$ cat src/rtl/hazard_ctrl_if.sv
// Hazard controller bundle between the ID-stage decoder and the pipeline
// register enables.
//   master: decoder / pipeline side, drives operand and EX-stage info
//   slave : hazard_ctrl_unit, drives enables, flush and event counters
interface hazard_ctrl_if #(
  parameter int unsigned REG_AW = 5,
  parameter int unsigned CNT_W  = 16
);
  logic [REG_AW-1:0] Rs1_IFID;
  logic [REG_AW-1:0] Rs2_IFID;
  logic              Rs1_used_IFID;
  logic              Rs2_used_IFID;
  logic [REG_AW-1:0] Rd_IDEX;
  logic              MemRead_IDEX;
  logic              IDControlBranch;
  logic              PCWrite;
  logic              IFIDWrite;
  logic              cont_mux_sel;
  logic              IF_Flush;
  logic [CNT_W-1:0]  stall_count;
  logic [CNT_W-1:0]  flush_count;

  modport master (
    output Rs1_IFID, Rs2_IFID, Rs1_used_IFID, Rs2_used_IFID,
    output Rd_IDEX, MemRead_IDEX, IDControlBranch,
    input  PCWrite, IFIDWrite, cont_mux_sel, IF_Flush,
    input  stall_count, flush_count
  );

  modport slave (
    input  Rs1_IFID, Rs2_IFID, Rs1_used_IFID, Rs2_used_IFID,
    input  Rd_IDEX, MemRead_IDEX, IDControlBranch,
    output PCWrite, IFIDWrite, cont_mux_sel, IF_Flush,
    output stall_count, flush_count
  );
endinterface

$ cat src/rtl/hazard_ctrl_unit.sv
// Load-use stall and branch-flush controller with multi-cycle load latency,
// multi-cycle fetch flush and saturating stall/flush event counters.
//   clk, rst_n : clock, synchronous active-low reset
//   hz (slave) : ID/EX hazard inputs in; PCWrite, IFIDWrite, cont_mux_sel,
//                IF_Flush (combinational) and stall_count/flush_count out
module hazard_ctrl_unit #(
  parameter int unsigned REG_AW      = 5,
  parameter int unsigned LOAD_LAT    = 1,
  parameter int unsigned FLUSH_DEPTH = 1,
  parameter int unsigned CNT_W       = 16
) (
  input  logic          clk,
  input  logic          rst_n,
  hazard_ctrl_if.slave  hz
);

  localparam int unsigned MAX_CYC = (LOAD_LAT > FLUSH_DEPTH) ? LOAD_LAT : FLUSH_DEPTH;
  localparam int unsigned REM_W   = $clog2(MAX_CYC + 1);

  typedef enum logic [1:0] {IDLE, STALL, FLUSH} state_e;

  state_e             state_q, state_d;
  logic [REM_W-1:0]   rem_q, rem_d;
  logic [CNT_W-1:0]   stall_cnt_q, stall_cnt_d;
  logic [CNT_W-1:0]   flush_cnt_q, flush_cnt_d;

  logic hazard_c;
  logic pc_write_c;
  logic ifid_write_c;
  logic mux_sel_c;
  logic if_flush_c;

  // Load-use hazard: x0 never carries a dependency; unused operands are ignored.
  always_comb begin
    hazard_c = hz.MemRead_IDEX && (hz.Rd_IDEX != '0) &&
               ((hz.Rs1_used_IFID && (hz.Rs1_IFID == hz.Rd_IDEX)) ||
                (hz.Rs2_used_IFID && (hz.Rs2_IFID == hz.Rd_IDEX)));
  end

  // Next-state and output decode; hazard wins over a same-cycle branch.
  always_comb begin
    state_d      = state_q;
    rem_d        = rem_q;
    pc_write_c   = 1'b1;
    ifid_write_c = 1'b1;
    mux_sel_c    = 1'b0;
    if_flush_c   = 1'b0;
    case (state_q)
      IDLE: begin
        if (hazard_c) begin
          pc_write_c   = 1'b0;
          ifid_write_c = 1'b0;
          mux_sel_c    = 1'b1;
          if (LOAD_LAT > 1) begin
            state_d = STALL;
            rem_d   = REM_W'(LOAD_LAT - 1);
          end
        end else if (hz.IDControlBranch) begin
          if_flush_c = 1'b1;
          if (FLUSH_DEPTH > 1) begin
            state_d = FLUSH;
            rem_d   = REM_W'(FLUSH_DEPTH - 1);
          end
        end
      end
      STALL: begin
        pc_write_c   = 1'b0;
        ifid_write_c = 1'b0;
        mux_sel_c    = 1'b1;
        rem_d        = rem_q - REM_W'(1);
        if (rem_q == REM_W'(1)) state_d = IDLE;
      end
      FLUSH: begin
        // ID holds squashed instructions, so hazard/branch inputs are ignored.
        if_flush_c = 1'b1;
        rem_d      = rem_q - REM_W'(1);
        if (rem_q == REM_W'(1)) state_d = IDLE;
      end
      default: begin
        state_d = IDLE;
        rem_d   = '0;
      end
    endcase
    // Reset forces pass values regardless of state.
    if (!rst_n) begin
      pc_write_c   = 1'b1;
      ifid_write_c = 1'b1;
      mux_sel_c    = 1'b0;
      if_flush_c   = 1'b0;
    end
  end

  // Saturating event counters.
  always_comb begin
    stall_cnt_d = stall_cnt_q;
    flush_cnt_d = flush_cnt_q;
    if (mux_sel_c && (stall_cnt_q != '1)) stall_cnt_d = stall_cnt_q + CNT_W'(1);
    if (if_flush_c && (flush_cnt_q != '1)) flush_cnt_d = flush_cnt_q + CNT_W'(1);
  end

  always_ff @(posedge clk) begin
    if (!rst_n) begin
      state_q     <= IDLE;
      rem_q       <= '0;
      stall_cnt_q <= '0;
      flush_cnt_q <= '0;
    end else begin
      state_q     <= state_d;
      rem_q       <= rem_d;
      stall_cnt_q <= stall_cnt_d;
      flush_cnt_q <= flush_cnt_d;
    end
  end

  assign hz.PCWrite      = pc_write_c;
  assign hz.IFIDWrite    = ifid_write_c;
  assign hz.cont_mux_sel = mux_sel_c;
  assign hz.IF_Flush     = if_flush_c;
  // Counters read zero for the whole time reset is held, not just after the edge.
  assign hz.stall_count  = rst_n ? stall_cnt_q : '0;
  assign hz.flush_count  = rst_n ? flush_cnt_q : '0;

endmodule
$ cat src/flat_wrapper.sv
// flat-port wrapper written by rule: the top's interface ports become plain ports
module hazard_ctrl_unit_flat 
#(
  parameter int unsigned REG_AW      = 5,
  parameter int unsigned LOAD_LAT    = 1,
  parameter int unsigned FLUSH_DEPTH = 1,
  parameter int unsigned CNT_W       = 16
)
  (clk, rst_n, hz_Rs1_IFID, hz_Rs2_IFID, hz_Rs1_used_IFID, hz_Rs2_used_IFID, hz_Rd_IDEX, hz_MemRead_IDEX, hz_IDControlBranch, hz_PCWrite, hz_IFIDWrite, hz_cont_mux_sel, hz_IF_Flush, hz_stall_count, hz_flush_count);
  hazard_ctrl_if #(.REG_AW(REG_AW), .CNT_W(CNT_W)) hz_i ();
  input  logic clk;
  input  logic rst_n;
  input wire logic [$bits(hz_i.Rs1_IFID)-1:0] hz_Rs1_IFID;
  input wire logic [$bits(hz_i.Rs2_IFID)-1:0] hz_Rs2_IFID;
  input wire logic [$bits(hz_i.Rs1_used_IFID)-1:0] hz_Rs1_used_IFID;
  input wire logic [$bits(hz_i.Rs2_used_IFID)-1:0] hz_Rs2_used_IFID;
  input wire logic [$bits(hz_i.Rd_IDEX)-1:0] hz_Rd_IDEX;
  input wire logic [$bits(hz_i.MemRead_IDEX)-1:0] hz_MemRead_IDEX;
  input wire logic [$bits(hz_i.IDControlBranch)-1:0] hz_IDControlBranch;
  output wire logic [$bits(hz_i.PCWrite)-1:0] hz_PCWrite;
  output wire logic [$bits(hz_i.IFIDWrite)-1:0] hz_IFIDWrite;
  output wire logic [$bits(hz_i.cont_mux_sel)-1:0] hz_cont_mux_sel;
  output wire logic [$bits(hz_i.IF_Flush)-1:0] hz_IF_Flush;
  output wire logic [$bits(hz_i.stall_count)-1:0] hz_stall_count;
  output wire logic [$bits(hz_i.flush_count)-1:0] hz_flush_count;
  assign hz_i.Rs1_IFID = hz_Rs1_IFID;
  assign hz_i.Rs2_IFID = hz_Rs2_IFID;
  assign hz_i.Rs1_used_IFID = hz_Rs1_used_IFID;
  assign hz_i.Rs2_used_IFID = hz_Rs2_used_IFID;
  assign hz_i.Rd_IDEX = hz_Rd_IDEX;
  assign hz_i.MemRead_IDEX = hz_MemRead_IDEX;
  assign hz_i.IDControlBranch = hz_IDControlBranch;
  assign hz_PCWrite = hz_i.PCWrite;
  assign hz_IFIDWrite = hz_i.IFIDWrite;
  assign hz_cont_mux_sel = hz_i.cont_mux_sel;
  assign hz_IF_Flush = hz_i.IF_Flush;
  assign hz_stall_count = hz_i.stall_count;
  assign hz_flush_count = hz_i.flush_count;
  hazard_ctrl_unit #(.REG_AW(REG_AW), .LOAD_LAT(LOAD_LAT), .FLUSH_DEPTH(FLUSH_DEPTH), .CNT_W(CNT_W)) u_core (.clk(clk), .rst_n(rst_n), .hz(hz_i));
endmodule
$ cat config.mk
export PLATFORM = sky130hd
export DESIGN_NAME = hazard_ctrl_unit_flat
export DESIGN_NICKNAME = d
export VERILOG_FILES = /design/src/rtl/hazard_ctrl_if.sv /design/src/rtl/hazard_ctrl_unit.sv /design/src/flat_wrapper.sv
export SDC_FILE = /design/constraint.sdc
export NUM_CORES = 1
export LEC_CHECK = 0
export CAP_MARGIN = 30
export CORE_ASPECT_RATIO = 0.5
export CORE_MARGIN = 5
export CORE_UTILIZATION = 44
export CTS_CLUSTER_SIZE = 24
export DETAILED_ROUTE_END_ITERATION = 10
export PLACE_DENSITY = 0.73
export SYNTH_ARGS = -nofsm -noshare
export SYNTH_HDL_FRONTEND = slang
export SYNTH_SLANG_ARGS = --single-unit
$ cat constraint.sdc
create_clock -name clk -period 7.1 [get_ports clk]
set_input_delay 1.775 -clock clk [delete_from_list [all_inputs] [get_ports clk]]
set_output_delay 1.775 -clock clk [all_outputs]
set_load 0.05 [all_outputs]
### After elaboration in Yosys (flattened, before gate mapping)

Cells that the tools add are included.

| operators by class | value |
|---|---|
| bitwise operators | 1 |
| equality and inequality tests | 7 |
| muxes and demuxes | 15 |
| reductions and logical operators | 11 |
| add/sub/neg operators | 3 |

Operators by type and width:

| kind | number |
|---|---|
| $add A16 B1 Y16 const B | 2 |
| $mux W16 | 2 |
| $ne A16 B16 Y1 const B | 2 |
| $eq A5 B5 Y1 | 2 |
| $pmux W1 S2 | 4 |
| $mux W1 | 7 |
| $logic_and A1 B1 Y1 | 6 |
| $reduce_bool A5 Y1 | 1 |
| $pmux W2 S2 | 1 |
| $eq A2 B1 Y1 const B | 1 |
| $eq A2 B2 Y1 const B | 1 |
| $logic_not A2 Y1 | 1 |
| $mux W2 | 1 |
| $ne A2 B1 Y1 const B | 1 |
| $reduce_and A2 Y1 | 1 |
| $reduce_or A2 Y1 | 1 |
| $logic_or A1 B1 Y1 | 1 |
| $not A1 Y1 | 1 |
| $sub A1 B1 Y1 const B | 1 |

| storage, ports and cells | value |
|---|---|
| bits in registers | 35 |
| output and inout bits | 36 |
| input port bits | 21 |
| word-level logic and storage cells | 41 |

### Depth between registers and ports, before layout

| logic depth | value |
|---|---|
| word-level depth | 8 |
| mapped depth | 7 |
| gate-level depth less buffers | 6 |

### Worst setup path before layout

No wires, ideal clock.

| path | value |
|---|---|
| path type | input port to output port |
| from | input port hz_Rd_IDEX[1] |
| to | output port hz_PCWrite |
| path slack | 1.516 ns |
| data required time | 5.325 ns |
| buffers on the path | 2 |
| data arrival time | 3.809 ns |
| cell stages on the path | 7 |
| cell sequence | xnor2_1 -> nand4_1 -> o22ai_2 -> buf_2 -> and3_1 -> inv_1 -> buf_4 |

| on the way | value |
|---|---|
| cells in the longest elaborated chain, start to end | 7 |
| elaborated cells on any way between the ends | 11 |
| classes of those cells | 2 x eq/ne; 3 x mux; 6 x reduce/logical |

RTL lines:

| what | line | RTL |
|---|---|---|
| start, declared | flat_wrapper.sv:17 | `input wire logic [$bits(hz_i.Rd_IDEX)-1:0] hz_Rd_IDEX;` |
| $eq A5 B5 Y1, on equally long branches | hazard_ctrl_unit.sv:36, hazard_ctrl_unit.sv:37 |  |
| $logic_and A1 B1 Y1, on equally long branches | hazard_ctrl_unit.sv:36, hazard_ctrl_unit.sv:37 |  |
| $logic_or A1 B1 Y1 | hazard_ctrl_unit.sv:36 | `((hz.Rs1_used_IFID && (hz.Rs1_IFID == hz.Rd_IDEX)) \|\|` |
| $logic_and A1 B1 Y1 * | hazard_ctrl_unit.sv:35 | `hazard_c = hz.MemRead_IDEX && (hz.Rd_IDEX != '0) &&` |
| $mux W1 * | -- |  |
| $pmux W1 S2 * | -- |  |
| $mux W1 * | -- |  |
| end, declared | flat_wrapper.sv:20 | `output wire logic [$bits(hz_i.PCWrite)-1:0] hz_PCWrite;` |

Every way passes the cells marked *; elsewhere a longest branch is shown, timed or not.

### Worst setup path in the final report

| path | value |
|---|---|
| from | input port hz_Rd_IDEX[0] |
| to | output port hz_IF_Flush |

| on the way | value |
|---|---|
| cells in the longest elaborated chain, start to end | 7 |
| elaborated cells on any way between the ends | 11 |
| classes of those cells | 2 x eq/ne; 3 x mux; 6 x reduce/logical |

RTL lines:

| what | line | RTL |
|---|---|---|
| $eq A5 B5 Y1, on equally long branches | hazard_ctrl_unit.sv:36, hazard_ctrl_unit.sv:37 |  |
| $logic_and A1 B1 Y1, on equally long branches | hazard_ctrl_unit.sv:36, hazard_ctrl_unit.sv:37 |  |
| $logic_or A1 B1 Y1 | hazard_ctrl_unit.sv:36 |  |
| $logic_and A1 B1 Y1 * | hazard_ctrl_unit.sv:35 |  |
| $mux W1 * | hazard_ctrl_unit.sv:50 | `if (hazard_c) begin` |
| $pmux W1 S2 * | hazard_ctrl_unit.sv:48 | `case (state_q)` |
| $mux W1 * | hazard_ctrl_unit.sv:85 | `if (!rst_n) begin` |
| end, declared | flat_wrapper.sv:23 | `output wire logic [$bits(hz_i.IF_Flush)-1:0] hz_IF_Flush;` |

Marked as above.

==> impl_metrics.py <==
metrics = {
    "outcome": {
        "status": "finished, final reports clean",
    },
    "clocking": {
        "insertion_delay_ps": 280,
        "ctsResizeCount": 0,
        "cts_root_buf": "clkbuf_8",
        "htree_levels": 2,
        "cts-hold-fix-buffers": 0,
        "cts_tree": "yes",
        "post_cts_buffers": 0,
        "clock_sinks": 32,
        "clk_pin_slew_ps": 70,
        "cts-buffers-inserted": 5,
        "ctsLongestPathBuffers": 2,
    },
    "detailed_routing": {
        "dr.pass1.iters": 4,
        "ant_nets": 0,
        "routed_wl_mm": 5.560,
        "vias_per_cell": 5.514,
        "num_vias": 2123,
        "wl_per_cell_um": 14.44,
        "drtIter0Drc": 93,
        "drc_errors": 0,
    },
    "critical_path": {
        "crit_top_cell": "clkdlybuf4s50_1",
        "crit_arrival_ps": 4540,
        "worstPathRequired_ps": 5330,
        "startpoint": "hz_Rd_IDEX[0]",
        "cp_max_fo": 17,
        "crit_path_cell_trace": "clkdlybuf4s50_1 > or4_4 > o21a_1 > nand2_1 > and3_1 > clkdlybuf4s50_1",
        "crit_family": "buffers and inverters",
        "worstSetupStartpointType": "input pin",
        "cp_num_buf_inv": 2,
        "critPathSlowestCell": "clkdlybuf4s50_1",
        "critPathKind": "input pin to output pin",
        "timing.rr.start": "u_core.stall_cnt_q[2]",
        "setup.worst_path.end_class": "output pin",
        "max_stage_delay_ps": 800,
    },
    "sta": {
        "fin_ws_ps": 786.2,
        "setup_viol": 0,
        "rsz0062_at_grt": "no",
        "worst_slew_pin_slew_ps": 707.4,
        "relSlewSlack": 0.5283,
        "finalCritPeriodShare": 0.8893,
        "slew_viol_final": 0,
        "hold_viol_final": 0,
        "fin_worst_skew_ps": 7.930,
        "fmax_mhz": 158.4,
        "setup_tns_ps": 0,
        "fin_crit_ps": 6314,
    },
    "global_route": {
        "grt_max_degree": 67,
        "grt_overflow_total": 0,
        "grt_pass1_vias": 2093,
        "grt_first_pass_wirelength_mm": 9.266,
        "track_usage": 0.1688,
        "antenna_found_initial": 0,
    },
    "floorplanning": {
        "die_h_um": 60.55,
        "die_w_um": 111.1,
        "core_um2": 4932,
        "die_area_um2": 6726,
        "boundaryPins": 57,
        "start_util": 0.4559,
        "row_count": 18,
    },
    "place": {
        "routabilityCongestion": 0.7893,
        "dp_hpwl_mm": 4.180,
        "numPlacedInstances": 377,
        "dp_slack_ps": 778.1,
        "port_buffers": 56,
        "place_area_um2": 2830,
    },
    "logic_synthesis": {
        "avgSynthCellArea_um2": 8.485,
        "synth_area_um2": 2248,
        "synth_top_family_by_area": "simple AND/OR/NAND/NOR gates",
        "muxShareOfSynthArea": 0.1285,
        "synth_top_area_share": 0.2849,
        "postSynth.asyncResetShare": 0,
        "synth_commonest_cells": "32 x dfxtp_1, 31 x and2_1, 23 x nor2b_1, 18 x nand2_1",
        "synth_nets": 288,
        "synth-edff-count": 0,
        "synth_top_cells_by_area": "dfxtp_1 28%, and2_1 8.6%, mux2_2 7.5%",
        "yosysWarnings": 0,
        "netlist_instances": 265,
        "synth-simple-area-share": 0.3333,
        "yosysMostFrequentCell": "dfxtp_1",
        "synth_compound_area_frac": 0.1553,
        "synth_xor_area_frac": 0.03895,
        "synth-seq-cells": 32,
        "yosysUniqueCellTypes": 45,
        "synth_area_leader_cell": "dfxtp_1",
        "ys.flop_type": "dfxtp_1",
        "yosysSeqAreaShare": 0.2849,
        "synthAdderAreaFrac": 0.01113,
    },
    "power": {
        "p_leak_nw": 1.053,
        "peakVddDrop_v": 0.00006880,
        "p_total_mw": 0.3806,
        "powerDensity_nw_per_um2": 130.2,
    },
    "layout": {
        "postLayoutCellArea_um2": 2923,
        "antenna_cells": 0,
        "drive_above_1_share": 0.1016,
        "instances_no_fill": 385,
        "nets": 337,
        "syn2layout_area_growth_pct": 29.99,
    },
    "min_path": {
        "hp-class": "register to register",
        "worstHoldStart": "u_core.flush_cnt_q[1]",
    },
    "job": {
        "cap_violations": 0,
    },
}
[stage by stage]
stage	hold slack (ps)	util
finish	522.7	0.5926
global route	553.8	0.5926
CTS	530.3	0.5926
detailed placement	515.6	0.5738
global placement	501.3	0.5738
floorplan	482.1	-
[area by class of cell]
| class | count | area (um2) |
|---|---|---|
| Clock buffer | 6 | 82.58 |
| Clock inverter | 2 | 10.01 |
| Fill cell | 447 | 2009 |
| Inverter | 7 | 26.28 |
| Multi-Input combinational cell | 210 | 1500 |
| Sequential cell | 32 | 640.6 |
| Tap cell | 70 | 87.58 |
| Timing Repair Buffer | 58 | 575.6 |
[state kept, by name, indices dropped and copies added, names as in the netlist]
name / cells
u_core.stall_cnt_q: 16
u_core.flush_cnt_q: 16
[where the power goes]
part           internal [mW]  leakage, nW  switching, mW  total (mW)
clock network         0.0774       0.0510         0.0708       0.148
logic                 0.0234        0.744         0.0268      0.0502
registers              0.181        0.258        0.00149       0.182
[path summary, 6_finish.rpt]
kind / endpoint / slack [ps] / cells after the start
max reg2reg: u_core.stall_cnt_q[15] / 5030 / 5
min reg2reg: u_core.flush_cnt_q[1] / 520 / 2
min: u_core.flush_cnt_q[1] / 520 / 2
max: hz_IF_Flush / 790 / 6
[cells by family after synthesis]
logic type	after synthesis
AND/OR/NAND/NOR	130
AO/OA/AOI/OAI	42
flip-flops	32
multiplexers	26
buffers and inverters	23
XOR/XNOR	10
adder cells (fa/ha/maj)	2
[routing by layer]
layer  wire, um  vias up  track usage
li1           -     1061            -
met1       2485     1022       0.1899
met2       2883       36       0.3302
met3        165        4      0.03884
met4         25        0      0.05373
met5          0        -            0
[placed cells by master (no fill, tap or decap), types with 8 or more instances in the layout]
master,instances
o31ai_1,8
nor2b_1,23
nand3_1,8
nand2_1,18
clkdlybuf4s50_1,56
mux2_1,8
dfxtp_1,32
xnor2_1,10
and2_1,31
mux2_2,15
nand4_1,15
[tightest hold or removal path, delay by kind of cell, from the launching register on]
| family | cells | cell delay, ps |
|---|---|---|
| flip-flops | 1 | 340 |
| AND/OR/NAND/NOR | 1 | 80 |
| multiplexers | 1 | 60 |
(Power assumes the default switching activity.)
